**src/rtl/spi_pkg.sv**
```systemverilog
// Shared SPI definitions: frame/data widths, command codes and master FSM states.
package spi_pkg;

  localparam int SPI_FRAME_W = 10;
  localparam int SPI_DATA_W  = 8;

  typedef enum logic [1:0] {
    CMD_WR_ADDR = 2'b00,
    CMD_WR_DATA = 2'b01,
    CMD_RD_ADDR = 2'b10,
    CMD_RD_DATA = 2'b11
  } spi_cmd_t;

  typedef enum logic [2:0] {
    ST_IDLE,
    ST_SETUP,
    ST_SHIFT,
    ST_WAIT_RD,
    ST_RECV,
    ST_DONE
  } spi_mst_state_t;

endpackage

```
**src/rtl/spi_master_if.sv**
```systemverilog
// Request side and serial side of the SPI master, bundled for port connection.
interface spi_master_if #(
  parameter int FRAME_W = 10,
  parameter int DATA_W  = 8
);

  // Handshake: start/frame form a request taken only on an edge where ready=1
  // (frame must be stable on that edge); start while ready=0 is dropped, never
  // queued. done, rd_valid and timeout are single-cycle pulses with no back-pressure.
  logic               start;
  logic [FRAME_W-1:0] frame;
  logic               ready;
  logic               ss_n;
  logic               MOSI;
  logic               MISO;
  logic               miso_valid;
  logic [DATA_W-1:0]  rd_data;
  logic               rd_valid;
  logic               done;
  logic               timeout;

  modport master (
    input  start, frame, MISO, miso_valid,
    output ready, ss_n, MOSI, rd_data, rd_valid, done, timeout
  );

  modport slave (
    output start, frame, MISO, miso_valid,
    input  ready, ss_n, MOSI, rd_data, rd_valid, done, timeout
  );

endinterface

```
**src/rtl/spi_master.sv**
```systemverilog
// SPI master: serialises a 10-bit command frame MSB first under ss_n and, for
// read-data commands, collects the 8-bit reply qualified by miso_valid.
module spi_master
  import spi_pkg::*;
#(
  parameter int FRAME_W    = SPI_FRAME_W,
  parameter int DATA_W     = SPI_DATA_W,
  parameter int RD_TIMEOUT = 32
) (
  input  logic           clk,
  input  logic           rst,
  spi_master_if.master   bus,
  output spi_mst_state_t dbg_state
);

  localparam int TW = $clog2(RD_TIMEOUT + 1);

  spi_mst_state_t     state, state_nxt;
  spi_cmd_t           cmd_q;
  logic [FRAME_W-1:0] tx_sr;
  logic [3:0]         bit_cnt;
  logic [DATA_W-2:0]  rx_sr;
  logic [TW-1:0]      to_cnt;
  logic [DATA_W-1:0]  rd_data_q;
  logic               ss_n_q, mosi_q, rd_valid_q, done_q, timeout_q;
  logic               accept;

  assign accept = bus.start && (state == ST_IDLE);

  always_comb begin
    state_nxt = state;
    case (state)
      ST_IDLE:    if (bus.start) state_nxt = ST_SETUP;
      ST_SETUP:   state_nxt = ST_SHIFT;
      ST_SHIFT:   if (bit_cnt == 4'd0)
                    state_nxt = (cmd_q == CMD_RD_DATA) ? ST_WAIT_RD : ST_DONE;
      // A reply arriving on the last allowed cycle still wins over the timeout.
      ST_WAIT_RD: if (bus.miso_valid)                       state_nxt = ST_RECV;
                  else if (to_cnt == TW'(RD_TIMEOUT - 1))   state_nxt = ST_DONE;
      ST_RECV:    if (bit_cnt == 4'd0) state_nxt = ST_DONE;
      ST_DONE:    state_nxt = ST_IDLE;
      default:    state_nxt = ST_IDLE;
    endcase
  end

  always_ff @(posedge clk) begin
    if (rst) begin
      state      <= ST_IDLE;
      cmd_q      <= CMD_WR_ADDR;
      tx_sr      <= '0;
      bit_cnt    <= '0;
      rx_sr      <= '0;
      to_cnt     <= '0;
      rd_data_q  <= '0;
      ss_n_q     <= 1'b1;
      mosi_q     <= 1'b0;
      rd_valid_q <= 1'b0;
      done_q     <= 1'b0;
      timeout_q  <= 1'b0;
    end else begin
      state <= state_nxt;

      // Serial outputs are registered from the next state so they line up with it.
      ss_n_q     <= (state_nxt == ST_IDLE) || (state_nxt == ST_DONE);
      mosi_q     <= (state_nxt == ST_SHIFT) ? tx_sr[FRAME_W-1] : 1'b0;
      done_q     <= (state_nxt == ST_DONE);
      rd_valid_q <= (state == ST_RECV) && (state_nxt == ST_DONE);
      timeout_q  <= (state == ST_WAIT_RD) && (state_nxt == ST_DONE);

      if (accept) begin
        tx_sr <= bus.frame;
        cmd_q <= spi_cmd_t'(bus.frame[FRAME_W-1 -: 2]);
      end else if (state_nxt == ST_SHIFT) begin
        tx_sr <= {tx_sr[FRAME_W-2:0], 1'b0};
      end

      case (state)
        ST_SETUP: bit_cnt <= 4'(FRAME_W - 1);
        ST_SHIFT: begin
          bit_cnt <= bit_cnt - 4'd1;
          to_cnt  <= '0;
        end
        ST_WAIT_RD: begin
          to_cnt <= to_cnt + TW'(1);
          if (bus.miso_valid) begin
            rx_sr   <= {rx_sr[DATA_W-3:0], bus.MISO};
            bit_cnt <= 4'(DATA_W - 2);
          end
        end
        ST_RECV: begin
          rx_sr   <= {rx_sr[DATA_W-3:0], bus.MISO};
          bit_cnt <= bit_cnt - 4'd1;
          if (bit_cnt == 4'd0) rd_data_q <= {rx_sr, bus.MISO};
        end
        default: ;
      endcase
    end
  end

  assign bus.ready    = (state == ST_IDLE);
  assign bus.ss_n     = ss_n_q;
  assign bus.MOSI     = mosi_q;
  assign bus.rd_data  = rd_data_q;
  assign bus.rd_valid = rd_valid_q;
  assign bus.done     = done_q;
  assign bus.timeout  = timeout_q;
  assign dbg_state    = state;

endmodule

```
**src/flat_wrapper.sv**
```systemverilog
// flat-port wrapper written by rule: the top's interface ports become plain ports
module spi_master_flat import spi_pkg::*;
#(
  parameter int FRAME_W    = SPI_FRAME_W,
  parameter int DATA_W     = SPI_DATA_W,
  parameter int RD_TIMEOUT = 32
)
  (clk, rst, dbg_state, bus_start, bus_frame, bus_MISO, bus_miso_valid, bus_ready, bus_ss_n, bus_MOSI, bus_rd_data, bus_rd_valid, bus_done, bus_timeout);
  spi_master_if #(.FRAME_W(FRAME_W), .DATA_W(DATA_W)) bus_i ();
  input  logic clk;
  input  logic rst;
  output spi_mst_state_t dbg_state;
  input wire logic [$bits(bus_i.start)-1:0] bus_start;
  input wire logic [$bits(bus_i.frame)-1:0] bus_frame;
  input wire logic [$bits(bus_i.MISO)-1:0] bus_MISO;
  input wire logic [$bits(bus_i.miso_valid)-1:0] bus_miso_valid;
  output wire logic [$bits(bus_i.ready)-1:0] bus_ready;
  output wire logic [$bits(bus_i.ss_n)-1:0] bus_ss_n;
  output wire logic [$bits(bus_i.MOSI)-1:0] bus_MOSI;
  output wire logic [$bits(bus_i.rd_data)-1:0] bus_rd_data;
  output wire logic [$bits(bus_i.rd_valid)-1:0] bus_rd_valid;
  output wire logic [$bits(bus_i.done)-1:0] bus_done;
  output wire logic [$bits(bus_i.timeout)-1:0] bus_timeout;
  assign bus_i.start = bus_start;
  assign bus_i.frame = bus_frame;
  assign bus_i.MISO = bus_MISO;
  assign bus_i.miso_valid = bus_miso_valid;
  assign bus_ready = bus_i.ready;
  assign bus_ss_n = bus_i.ss_n;
  assign bus_MOSI = bus_i.MOSI;
  assign bus_rd_data = bus_i.rd_data;
  assign bus_rd_valid = bus_i.rd_valid;
  assign bus_done = bus_i.done;
  assign bus_timeout = bus_i.timeout;
  spi_master #(.FRAME_W(FRAME_W), .DATA_W(DATA_W), .RD_TIMEOUT(RD_TIMEOUT)) u_core (.clk(clk), .rst(rst), .bus(bus_i), .dbg_state(dbg_state));
endmodule
```
**config.mk**
```make
export PLATFORM = sky130hd
export DESIGN_NAME = spi_master_flat
export DESIGN_NICKNAME = d
export VERILOG_FILES = /design/src/rtl/spi_pkg.sv /design/src/rtl/spi_master_if.sv /design/src/rtl/spi_master.sv /design/src/flat_wrapper.sv
export SDC_FILE = /design/constraint.sdc
export NUM_CORES = 1
export LEC_CHECK = 0
export BUFFER_PORTS_ARGS = -buffer_cell sky130_fd_sc_hd__clkbuf_2
export CAP_MARGIN = 20
export CELL_PAD_IN_SITES_DETAIL_PLACEMENT = 2
export CELL_PAD_IN_SITES_GLOBAL_PLACEMENT = 2
export CORE_MARGIN = 2
export CORE_UTILIZATION = 34
export DETAILED_ROUTE_END_ITERATION = 8
export GPL_TIMING_DRIVEN = 0
export PLACE_DENSITY_LB_ADDON = 0.1
export SKIP_CTS_REPAIR_TIMING = 1
export SYNTH_ARGS = -nofsm -noshare
export SYNTH_HDL_FRONTEND = slang
export SYNTH_SLANG_ARGS = --single-unit
```
**constraint.sdc**
```tcl
create_clock -name clk -period 2.2 [get_ports clk]
set_input_delay 0.11 -clock clk [delete_from_list [all_inputs] [get_ports clk]]
set_output_delay 0.11 -clock clk [all_outputs]
set_load 0.01 [all_outputs]
```
==> results of run 1 <==
-- where the power goes --
part,internal (uW),total [uW],switching (uW)
Combinational,688,1730,1050
Sequential,974,1090,120
Clock,226,552,326
Total,1890,3380,1490
-- cell type report --
class,instances,share of cell area
multi-input cells,171,0.450
clock buffers,5,0.0275
flip-flops and latches,45,0.363
plain buffers,13,0.0250
well taps,75,0.0375
clock inverters,3,0.00850
inverters,7,0.0105
repair buffers,36,0.0770
-- path summary, 6_finish.rpt --
path | start | to | slack, ns
max | u_core.bit_cnt[1]$_SDFFE_PP0P_ | u_core.tx_sr[9]$_SDFFE_PP0P_ | 0.07
min | bus_frame[0] | u_core.tx_sr[0]$_SDFFE_PP0P_ | 0.03
max reg2reg | u_core.bit_cnt[1]$_SDFFE_PP0P_ | u_core.tx_sr[9]$_SDFFE_PP0P_ | 0.07
min reg2reg | u_core.to_cnt[1]$_SDFFE_PP0P_ | u_core.to_cnt[1]$_SDFFE_PP0P_ | 0.48
-- cells in the mapped netlist (all sizes together) (5+ instances only) --
cell type	count
nand3	8
o21ai	12
nand2	18
buf	6
nor2	35
nor3	5
inv	7
a21oi	20
nor4	6
mux2i	15
clkbuf	7
dfxtp	45
a211oi	8
-- per-layer routing --
layer | global-route usage | wire length [um] | vias up | share of wire
met1 | 0.256 | 2990 | 943 | 0.48
li1 | - | - | 935 | -
met5 | 0 | 0 | - | 0
met4 | 0.0500 | 75 | 0 | 0.012
met2 | 0.336 | 3040 | 17 | 0.49
met3 | 0.0359 | 132 | 6 | 0.021
-- flip-flops by register name (all words and copies together) (netlist names) --
register	cells
u_core.bit_cnt	4
u_core.bus.MOSI	1
u_core.bus.done	1
u_core.bus.rd_data	8
u_core.bus.rd_valid	1
u_core.bus.ss_n	1
u_core.bus.timeout	1
u_core.cmd_q	2
u_core.dbg_state	3
u_core.rx_sr	7
u_core.to_cnt	6
u_core.tx_sr	10
-- cell families (layout without fill, tap and decap cells) --
logic type | count (synthesis) | in the layout
buffers and inverters | 20 | 64
muxes | 17 | 17
and+or+nand+nor | 88 | 88
DFF | 45 | 45
adders and majority gates | 3 | 3
AOI/OAI and AO/OA | 63 | 63
-- through the flow --
| step | total power, uW | setup WS (ns) |
|---|---|---|
| 2_1_floorplan | 2220 | 0.220 |
| 3_3_place_gp | 2620 | -0.0719 |
| 3_5_place_dp | 2680 | -0.102 |
| 4_1_cts | 3240 | -0.142 |
| 5_1_grt | 3620 | -0.00597 |
| 6_report | 3380 | 0.0673 |
==> impl_metrics.prom, run 1 <==
# TYPE chip_impl_metric gauge
chip_impl_info{name="run_status",value="complete, no violations"} 1
chip_impl_metric{name="synthAdderAreaFrac",unit=""} 0.0180
chip_impl_metric{name="detailed_placer_s_ending_hpwl",unit="mm"} 4.42
chip_impl_metric{name="drv.max_cap_violation_count",unit=""} 0
chip_impl_metric{name="worst_pin_slew",unit="ns"} 0.674
chip_impl_metric{name="worst_skew_pair.late_latency",unit="ns"} 0.31
chip_impl_metric{name="synth_async_sr_flop_share",unit=""} 0
chip_impl_metric{name="clockBufferDepth",unit=""} 2
chip_impl_info{name="timing.critical_path.slowest_stage_cell",value="dfxtp_4"} 1
chip_impl_metric{name="first_global_vias",unit=""} 1947
chip_impl_metric{name="gr-total-overflow",unit=""} 0
chip_impl_metric{name="final_area",unit="um2"} 2500
chip_impl_metric{name="gpl.final_weighted_congestion",unit=""} 0.715
chip_impl_metric{name="post_layout_minimum_cycle_time",unit="ns"} 2.13
chip_impl_metric{name="detail-route-antenna-nets",unit=""} 0
chip_impl_info{name="synth.area.top_cells",value="dfxtp_1 (43%), mux2i_1 (7.2%), nor2_1 (6.3%)"} 1
chip_impl_metric{name="wl_per_cell",unit="um"} 17.6
chip_impl_metric{name="num_antenna_cells",unit=""} 0
chip_impl_metric{name="initial_antenna_violation_count",unit=""} 0
chip_impl_metric{name="placementRows",unit=""} 28
chip_impl_metric{name="setup_tns",unit="ns"} 0
chip_impl_metric{name="synthesis.area_per_instance",unit="um2"} 8.84
chip_impl_metric{name="critical_path_required",unit="ns"} 2.41
chip_impl_metric{name="final.setup_skew",unit="ns"} 0.00371
chip_impl_metric{name="clk_pin_slew_worst_paths",unit="ns"} 0.09
chip_impl_metric{name="post-route-drc-count",unit=""} 0
chip_impl_metric{name="io_pins",unit=""} 32
chip_impl_metric{name="grt_usage",unit=""} 0.197
chip_impl_metric{name="timing.critical_path.fanout_max",unit=""} 5
chip_impl_info{name="worstSetupStartpointType",value="register"} 1
chip_impl_metric{name="timing.hold.ws",unit="ns"} 0.0284
chip_impl_metric{name="vdd_ir_drop_max",unit="mV"} 0.513
chip_impl_metric{name="synthesis.instances",unit=""} 236
chip_impl_metric{name="setup_viol",unit=""} 0
chip_impl_metric{name="worst_slew_margin",unit=""} 0.551
chip_impl_metric{name="chipWidth",unit="um"} 82.3
chip_impl_metric{name="critical_path_depth",unit=""} 7
chip_impl_info{name="final_cell_mix",value="dfxtp_1 (42), nor2_1 (35), clkbuf_2 (31)"} 1
chip_impl_metric{name="multiplexer_share_of_the_synthesized_area",unit=""} 0.0828
chip_impl_metric{name="drive_gt1_frac",unit=""} 0.250
chip_impl_metric{name="yosysTopAreaCellShare",unit=""} 0.432
chip_impl_metric{name="floorplan.initialDensity",unit=""} 0.352
chip_impl_info{name="netlist.top_cell.by_area",value="dfxtp_1"} 1
chip_impl_metric{name="fin_crit_sh",unit=""} 0.969
chip_impl_metric{name="dp_cells",unit=""} 342
chip_impl_metric{name="area_delta_synth_final",unit="%"} 20.0
chip_impl_metric{name="report.final.hold_viol_count",unit=""} 0
chip_impl_metric{name="reg2reg_depth",unit=""} 7
chip_impl_metric{name="timing.critical_path.slowest_cell_delay",unit="ns"} 0.38
chip_impl_metric{name="placedInstanceArea",unit="um2"} 2330
chip_impl_metric{name="timing.fmax",unit="MHz"} 469
chip_impl_metric{name="edff_count_synth",unit=""} 0
chip_impl_metric{name="fp.dieH",unit="um"} 82.3
chip_impl_metric{name="netlist-cell-type-count",unit=""} 51
chip_impl_metric{name="post-route-util",unit=""} 0.423
chip_impl_metric{name="grt_pass1_wl",unit="mm"} 10.1
chip_impl_metric{name="ff_latch_count_synth",unit=""} 45
chip_impl_info{name="tritoncts",value="done"} 1
chip_impl_metric{name="portBuffers",unit=""} 31
chip_impl_info{name="critPathTopFamily",value="compound AO/OA/AOI/OAI gates"} 1
chip_impl_metric{name="core_area",unit="um2"} 5920
chip_impl_info{name="critical_path.cell_chain",value="inv_1, ha_1, nor3b_2, a211o_1, a31o_4, nor3_4, mux2_4"} 1
chip_impl_info{name="cts_root_buffer",value="clkbuf_8"} 1
chip_impl_metric{name="whs_path_depth",unit=""} 2
chip_impl_metric{name="drtIter0Drc",unit=""} 32
chip_impl_metric{name="detailed_router_iteration_count_before_antenna_repair",unit=""} 4
chip_impl_info{name="worst-setup-path-type",value="reg2reg"} 1
chip_impl_metric{name="timing.final.max_slew_violations",unit=""} 0
chip_impl_metric{name="drt_wl_total",unit="mm"} 6.25
chip_impl_metric{name="total_leakage_power",unit="uW"} 0.00103
chip_impl_info{name="final_common_cell",value="dfxtp_1"} 1
chip_impl_metric{name="pwr_density_cell",unit="nW/um2"} 1350
chip_impl_metric{name="buffers_and_inverters_on_the_worst_path",unit=""} 1
chip_impl_metric{name="die-area",unit="um2"} 6780
chip_impl_metric{name="synthXorXnorAreaFrac",unit=""} 0
chip_impl_metric{name="clock-sinks",unit=""} 45
chip_impl_metric{name="vias",unit=""} 1901
chip_impl_info{name="synth-main-ff-cell",value="dfxtp_1"} 1
chip_impl_metric{name="yosys_warnings",unit=""} 0
chip_impl_info{name="hold_class",value="in2reg"} 1
chip_impl_metric{name="fillCellCount",unit=""} 681
chip_impl_metric{name="grt_start_max_net_pins",unit=""} 16
chip_impl_metric{name="synth-compound-area-share",unit=""} 0.215
chip_impl_metric{name="nets_final",unit=""} 297
chip_impl_metric{name="seq_area_frac_synth",unit=""} 0.432
chip_impl_info{name="synth_top_family_by_area",value="compound AO/OA/AOI/OAI gates"} 1
chip_impl_metric{name="postSynthNetCount",unit=""} 254
chip_impl_metric{name="synth_simple_gate_area_share",unit=""} 0.210
chip_impl_metric{name="clock_tree.htree_level_count",unit=""} 2
chip_impl_metric{name="numCtsBuffers",unit=""} 5
chip_impl_info{name="endpoint_kind",value="register"} 1
chip_impl_metric{name="crit_arrival",unit="ns"} 2.34
chip_impl_metric{name="seqCellArea",unit="um2"} 910
chip_impl_metric{name="synthesis.area",unit="um2"} 2090
chip_impl_metric{name="drt-vias-per-instance",unit=""} 5.35
chip_impl_metric{name="multi_input_area",unit="um2"} 1130
chip_impl_metric{name="stdcell_count",unit=""} 355
Note: power is estimated with default switching activity, not from simulation.
==> run 2, diff against run 1 <==
--- a/config.mk
+++ b/config.mk
@@ -7,13 +7,12 @@
 export LEC_CHECK = 0
 export BUFFER_PORTS_ARGS = -buffer_cell sky130_fd_sc_hd__clkbuf_2
 export CAP_MARGIN = 20
-export CELL_PAD_IN_SITES_DETAIL_PLACEMENT = 2
-export CELL_PAD_IN_SITES_GLOBAL_PLACEMENT = 2
 export CORE_MARGIN = 2
-export CORE_UTILIZATION = 34
+export CORE_UTILIZATION = 56
 export DETAILED_ROUTE_END_ITERATION = 8
 export GPL_TIMING_DRIVEN = 0
-export PLACE_DENSITY_LB_ADDON = 0.1
+export HOLD_SLACK_MARGIN = 0.02
+export PLACE_DENSITY = 0.79
 export SKIP_CTS_REPAIR_TIMING = 1
 export SYNTH_ARGS = -nofsm -noshare
 export SYNTH_HDL_FRONTEND = slang
==> impl_metrics.prom, run 2 (synthesis gave the netlist of run 1 again) <==
# TYPE chip_impl_metric gauge
chip_impl_metric{name="detailed_placer_s_ending_hpwl",unit="mm"} 3.24
chip_impl_metric{name="timing.final.ws_setup",unit="ns"} 0.0241
chip_impl_metric{name="fin_crit_sh",unit=""} 0.989
chip_impl_metric{name="timing.fmax",unit="MHz"} 460
chip_impl_metric{name="vdd_ir_drop_max",unit="mV"} 0.708
chip_impl_info{name="register_name_with_the_most_flops",value="u_core.tx_sr"} 1
chip_impl_metric{name="setup_tns",unit="ns"} 0
chip_impl_metric{name="clk_pin_slew_worst_paths",unit="ns"} 0.10
chip_impl_metric{name="post-route-drc-count",unit=""} 0
chip_impl_metric{name="final_area",unit="um2"} 2470
chip_impl_metric{name="dp_slack",unit="ns"} -0.00116
chip_impl_info{name="busiest_layer",value="met2"} 1
chip_impl_info{name="hold_class",value="in2reg"} 1
chip_impl_info{name="worst-setup-path-type",value="reg2reg"} 1
chip_impl_info{name="endpoint_kind",value="register"} 1
chip_impl_metric{name="drt-vias-per-instance",unit=""} 5.66
chip_impl_metric{name="post_layout_minimum_cycle_time",unit="ns"} 2.18
chip_impl_metric{name="setup_viol",unit=""} 0
chip_impl_metric{name="num_antenna_cells",unit=""} 0
chip_impl_metric{name="gpl.final_weighted_congestion",unit=""} 0.852
chip_impl_info{name="hp-start",value="bus_frame[0]"} 1
chip_impl_metric{name="worst_slew_margin",unit=""} 0.610
chip_impl_metric{name="clock-sinks",unit=""} 45
chip_impl_info{name="final_cell_mix",value="dfxtp_1 (43), nor2_1 (35), clkbuf_2 (31)"} 1
chip_impl_metric{name="grt_start_max_net_pins",unit=""} 17
chip_impl_info{name="r2r_start",value="u_core.bit_cnt[0]$_SDFFE_PP0P_"} 1
chip_impl_metric{name="area_delta_synth_final",unit="%"} 18.2
chip_impl_metric{name="fp.dieH",unit="um"} 65.0
chip_impl_metric{name="timing.hold.ws",unit="ns"} 0.0385
chip_impl_metric{name="gr-total-overflow",unit=""} 0
chip_impl_metric{name="floorplan.initialDensity",unit=""} 0.574
chip_impl_metric{name="seqCellArea",unit="um2"} 908
chip_impl_metric{name="detailed_router_iteration_count_before_antenna_repair",unit=""} 4
chip_impl_metric{name="io_pins",unit=""} 32
chip_impl_info{name="cts_root_buffer",value="clkbuf_8"} 1
chip_impl_info{name="grt_setup_unrepaired",value="yes"} 1
chip_impl_metric{name="placedInstanceArea",unit="um2"} 2300
chip_impl_metric{name="timing.final.max_slew_violations",unit=""} 0
chip_impl_metric{name="drv.max_cap_violation_count",unit=""} 0
chip_impl_metric{name="detail-route-antenna-nets",unit=""} 0
chip_impl_metric{name="largest_reg_flops",unit=""} 10
chip_impl_metric{name="drtIter0Drc",unit=""} 173
chip_impl_metric{name="initial_antenna_violation_count",unit=""} 0
chip_impl_metric{name="core_area",unit="um2"} 3630
chip_impl_metric{name="portBuffers",unit=""} 31
chip_impl_metric{name="report.final.hold_viol_count",unit=""} 0
chip_impl_metric{name="grtUsageMet3",unit=""} 0.0677
chip_impl_metric{name="pwr_density_cell",unit="nW/um2"} 1340
chip_impl_metric{name="worst_skew_pair.late_latency",unit="ns"} 0.30
chip_impl_metric{name="total_leakage_power",unit="uW"} 0.00103
chip_impl_info{name="run_status",value="complete, no violations"} 1
chip_impl_metric{name="multi_input_area",unit="um2"} 1110
chip_impl_metric{name="grt_pass1_wl",unit="mm"} 7.32
chip_impl_info{name="timing.critical_path.slowest_stage_cell",value="dfxtp_4"} 1
chip_impl_metric{name="die-area",unit="um2"} 4230
chip_impl_metric{name="drive_gt1_frac",unit=""} 0.237
chip_impl_info{name="tritoncts",value="done"} 1
chip_impl_metric{name="timing.critical_path.slowest_cell_delay",unit="ns"} 0.38
chip_impl_metric{name="clockBufferDepth",unit=""} 2
chip_impl_metric{name="nets_final",unit=""} 295
chip_impl_metric{name="drt_wl_total",unit="mm"} 4.59
chip_impl_metric{name="wl_per_cell",unit="um"} 14.1
chip_impl_info{name="final_common_cell",value="dfxtp_1"} 1
chip_impl_metric{name="fillCellCount",unit=""} 314
chip_impl_metric{name="grt_usage",unit=""} 0.225
chip_impl_info{name="critical_path.cell_chain",value="inv_1, ha_1, nor3b_2, a211o_1, a31o_4, nor3_4, mux2_4"} 1
chip_impl_info{name="timing.critical_path.from",value="u_core.bit_cnt[0]$_SDFFE_PP0P_"} 1
chip_impl_metric{name="worst_pin_slew",unit="ns"} 0.585
chip_impl_metric{name="first_global_vias",unit=""} 1645
chip_impl_metric{name="critical_path_required",unit="ns"} 2.40
chip_impl_metric{name="numCtsBuffers",unit=""} 5
chip_impl_metric{name="vias",unit=""} 1845
chip_impl_info{name="worstSetupStartpointType",value="register"} 1
chip_impl_metric{name="grtUsageMet2",unit=""} 0.370
chip_impl_metric{name="crit_arrival",unit="ns"} 2.38
chip_impl_metric{name="gr-usage-met1",unit=""} 0.283
chip_impl_metric{name="timing.critical_path.fanout_max",unit=""} 7
chip_impl_metric{name="final.setup_skew",unit="ns"} 0.0123
chip_impl_metric{name="placementRows",unit=""} 22
chip_impl_metric{name="clock_tree.htree_level_count",unit=""} 2
chip_impl_metric{name="chipWidth",unit="um"} 65.0
[run 2: stage by stage]
| step | total power [uW] | std cells | util |
|---|---|---|---|
| final | 3320 | 326 | 0.679 |
| after global routing | 3530 | 326 | 0.679 |
| after CTS | 3210 | 323 | 0.666 |
| after detailed placement | 2560 | 315 | 0.633 |
| after global placement | 2550 | 315 | 0.633 |
| after floorplan | 2220 | 236 | - |
[run 2: worst max-delay path: cells and delay by family (launching register included)]
family,cells,cell delay (ns)
mux,1,0.33
compound gates,2,0.59
buf+inv,1,0.06
flops,1,0.38
fa+ha+maj,1,0.19
simple gates,2,0.53
[run 2: routing by layer]
| layer | part of all wire | up-vias |
|---|---|---|
| met1 | 0.47 | 860 |
| met5 | 0 | - |
| li1 | - | 932 |
| met4 | 0.016 | 0 |
| met3 | 0.049 | 7 |
| met2 | 0.47 | 46 |
[run 2: final cells by class]
| class | count | share of cell area |
|---|---|---|
| Tap cell | 48 | 0.0244 |
| Clock buffer | 5 | 0.0279 |
| Buffer | 13 | 0.0254 |
| Sequential cell | 45 | 0.368 |
| Inverter | 7 | 0.0107 |
| Multi-Input combinational cell | 171 | 0.451 |
| Clock inverter | 3 | 0.0203 |
| Timing Repair Buffer | 34 | 0.0720 |
[run 2: report_power, final]
| part | switching, uW | internal [uW] | leakage [uW] |
|---|---|---|---|
| clock | 303 | 348 | 0.0000603 |
| combinational | 938 | 647 | 0.000603 |
| sequential | 108 | 973 | 0.000368 |
[run 2: path summary, 6_finish.rpt]
check,end,slack [ns],depth (start not counted)
max reg2reg,u_core.tx_sr[9]$_SDFFE_PP0P_,0.02,7
max,u_core.tx_sr[9]$_SDFFE_PP0P_,0.02,7
min,u_core.tx_sr[0]$_SDFFE_PP0P_,0.04,2
min reg2reg,u_core.to_cnt[1]$_SDFFE_PP0P_,0.48,2
==> run 3, diff against run 2 <==
==> constraint.sdc (replaced) <==
create_clock -name clk -period 2.2 [get_ports clk]
set_input_delay 0.11 -clock clk [delete_from_list [all_inputs] [get_ports clk]]
set_output_delay 0.11 -clock clk [all_outputs]
set_load 0.1 [all_outputs]
==> impl_metrics.prom, run 3 (synthesis gave the netlist of run 1 again) <==
# TYPE chip_impl_metric gauge
chip_impl_info{name="run_status",value="complete, no violations"} 1
chip_impl_metric{name="total_power",unit="uW"} 3540
chip_impl_metric{name="worst_slew_margin",unit=""} 0.614
chip_impl_info{name="critical_path.reg2reg.endpoint",value="u_core.tx_sr[9]$_SDFFE_PP0P_"} 1
chip_impl_metric{name="detail-route-antenna-nets",unit=""} 0
chip_impl_metric{name="placedInstanceArea",unit="um2"} 2320
chip_impl_metric{name="core_area",unit="um2"} 3630
chip_impl_info{name="critical_path.cell_chain",value="inv_1, ha_1, nor3b_2, a211o_1, a31o_4, nor3_4, mux2_1"} 1
chip_impl_metric{name="drt-vias-per-instance",unit=""} 5.71
chip_impl_metric{name="setup_viol",unit=""} 0
chip_impl_info{name="register_name_with_the_most_flops",value="u_core.tx_sr"} 1
chip_impl_metric{name="gpl.final_weighted_congestion",unit=""} 0.868
chip_impl_metric{name="timing.reg2reg.setup_slack",unit="ns"} 0.08
chip_impl_info{name="hp-start",value="bus_frame[0]"} 1
chip_impl_info{name="worstSetupStartpointType",value="register"} 1
chip_impl_info{name="tritoncts",value="done"} 1
chip_impl_metric{name="final_area",unit="um2"} 2430
chip_impl_metric{name="worst_skew_pair.late_latency",unit="ns"} 0.31
chip_impl_metric{name="timing.critical_path.slowest_cell_delay",unit="ns"} 0.37
chip_impl_metric{name="grt_pass1_wl",unit="mm"} 7.79
chip_impl_metric{name="pwr_density_cell",unit="nW/um2"} 1450
chip_impl_metric{name="detailed_router_iteration_count_before_antenna_repair",unit=""} 4
chip_impl_metric{name="reg2reg_depth",unit=""} 7
chip_impl_metric{name="timing.fmax",unit="MHz"} 471
chip_impl_metric{name="vias",unit=""} 1857
chip_impl_info{name="worst-setup-path-type",value="reg2reg"} 1
chip_impl_info{name="cts_root_buffer",value="clkbuf_8"} 1
chip_impl_metric{name="final.setup_skew",unit="ns"} 0.00972
chip_impl_metric{name="die-area",unit="um2"} 4230
chip_impl_metric{name="placementRows",unit=""} 22
chip_impl_metric{name="vdd_ir_drop_max",unit="mV"} 0.620
chip_impl_metric{name="drtIter0Drc",unit=""} 190
chip_impl_metric{name="drive_gt1_frac",unit=""} 0.242
chip_impl_info{name="final_common_cell",value="dfxtp_1"} 1
chip_impl_metric{name="floorplan.initialDensity",unit=""} 0.574
chip_impl_metric{name="fp.dieH",unit="um"} 65.0
chip_impl_metric{name="io_pins",unit=""} 32
chip_impl_metric{name="clockBufferDepth",unit=""} 2
chip_impl_info{name="r2r_start",value="u_core.bit_cnt[0]$_SDFFE_PP0P_"} 1
chip_impl_metric{name="clock-sinks",unit=""} 45
chip_impl_metric{name="timing.hold.ws",unit="ns"} 0.0425
chip_impl_metric{name="worst_pin_slew",unit="ns"} 0.577
chip_impl_info{name="endpoint_kind",value="register"} 1
chip_impl_metric{name="critical_path_required",unit="ns"} 2.40
chip_impl_metric{name="crit_arrival",unit="ns"} 2.32
chip_impl_metric{name="clock_tree.htree_level_count",unit=""} 2
chip_impl_metric{name="timing.critical_path.fanout_max",unit=""} 6
chip_impl_metric{name="first_global_vias",unit=""} 1754
chip_impl_info{name="hold_critical_path_endpoint",value="u_core.tx_sr[0]$_SDFFE_PP0P_"} 1
chip_impl_metric{name="wl_per_cell",unit="um"} 14.2
chip_impl_info{name="final_cell_mix",value="dfxtp_1 (40), nor2_1 (35), clkbuf_2 (31)"} 1
chip_impl_metric{name="report.final.hold_viol_count",unit=""} 0
chip_impl_info{name="timing.critical_path.slowest_stage_cell",value="dfxtp_2"} 1
chip_impl_metric{name="initial_antenna_violation_count",unit=""} 0
chip_impl_metric{name="timing.final.max_slew_violations",unit=""} 0
chip_impl_metric{name="drv.max_cap_violation_count",unit=""} 0
chip_impl_metric{name="numCtsBuffers",unit=""} 5
chip_impl_metric{name="grt_start_max_net_pins",unit=""} 17
chip_impl_metric{name="chipWidth",unit="um"} 65.0
chip_impl_metric{name="drt_wl_total",unit="mm"} 4.63
chip_impl_metric{name="gr-total-overflow",unit=""} 0
chip_impl_metric{name="nets_final",unit=""} 294
chip_impl_metric{name="post_layout_minimum_cycle_time",unit="ns"} 2.12
chip_impl_metric{name="num_antenna_cells",unit=""} 0
chip_impl_metric{name="post-route-util",unit=""} 0.669
chip_impl_metric{name="total_leakage_power",unit="uW"} 0.00101
chip_impl_metric{name="clk_pin_slew_worst_paths",unit="ns"} 0.09
chip_impl_metric{name="whs_path_depth",unit=""} 2
chip_impl_metric{name="post-route-drc-count",unit=""} 0
chip_impl_metric{name="largest_reg_flops",unit=""} 10
chip_impl_metric{name="fin_crit_sh",unit=""} 0.965
chip_impl_metric{name="portBuffers",unit=""} 31
chip_impl_metric{name="grt_usage",unit=""} 0.236
chip_impl_metric{name="detailed_placer_s_ending_hpwl",unit="mm"} 3.29
chip_impl_metric{name="setup_tns",unit="ns"} 0
chip_impl_metric{name="area_delta_synth_final",unit="%"} 16.6
chip_impl_info{name="hold_class",value="in2reg"} 1
==> run 3: critical path, delay by kind of cell (launching register included) <==
family          cells  cell delay (ns)
fa+ha+maj           1             0.19
simple gates        2             0.47
buf+inv             1             0.07
compound gates      2             0.58
mux                 1             0.35
flops               1             0.37
==> run 3: worst max-delay path by stage <==
stage,from,endpoint,slack [ns],depth (start not counted)
after global placement,u_core.bit_cnt[0]$_SDFFE_PP0P_,u_core.tx_sr[9]$_SDFFE_PP0P_,0.02,7
after CTS,u_core.bit_cnt[0]$_SDFFE_PP0P_,u_core.tx_sr[9]$_SDFFE_PP0P_,-0.0007,7
after floorplan,u_core.dbg_state[1]$_SDFF_PP0_,u_core.tx_sr[9]$_SDFFE_PP0P_,0.05,6
after detailed placement,u_core.bit_cnt[0]$_SDFFE_PP0P_,u_core.tx_sr[9]$_SDFFE_PP0P_,0.02,7
after global routing,u_core.bit_cnt[0]$_SDFFE_PP0P_,u_core.tx_sr[9]$_SDFFE_PP0P_,-0.02,7
final,u_core.bit_cnt[0]$_SDFFE_PP0P_,u_core.tx_sr[9]$_SDFFE_PP0P_,0.08,7
==> run 3: routing by layer <==
metal	vias up	track usage	part of all wire
met4	0	0.0651	0.011
li1	936	-	-
met3	6	0.0503	0.062
met5	-	0	0
met2	60	0.388	0.47
met1	855	0.313	0.46
==> run 3: layout make-up <==
cell class,count,area [um2]
multi-input cells,171,1110
clock buffers,5,68.8
fillers,320,1200
clock inverters,3,25.0
well taps,48,60.1
plain buffers,13,62.6
repair buffers,33,170
inverters,7,26.3
flip-flops and latches,45,907
==> run 3: through the flow <==
step | setup WS (ns) | instances
floorplan | 0.0455 | 236
global placement | 0.0172 | 315
detailed placement | 0.0200 | 315
CTS | -0.000651 | 323
global route | -0.0194 | 325
finish | 0.0777 | 325
==> run 3: where the power goes <==
part / internal (uW) / switching, uW / total [uW]
registers: 972 / 109 / 1080
logic: 634 / 1290 / 1930
clock network: 229 / 298 / 527
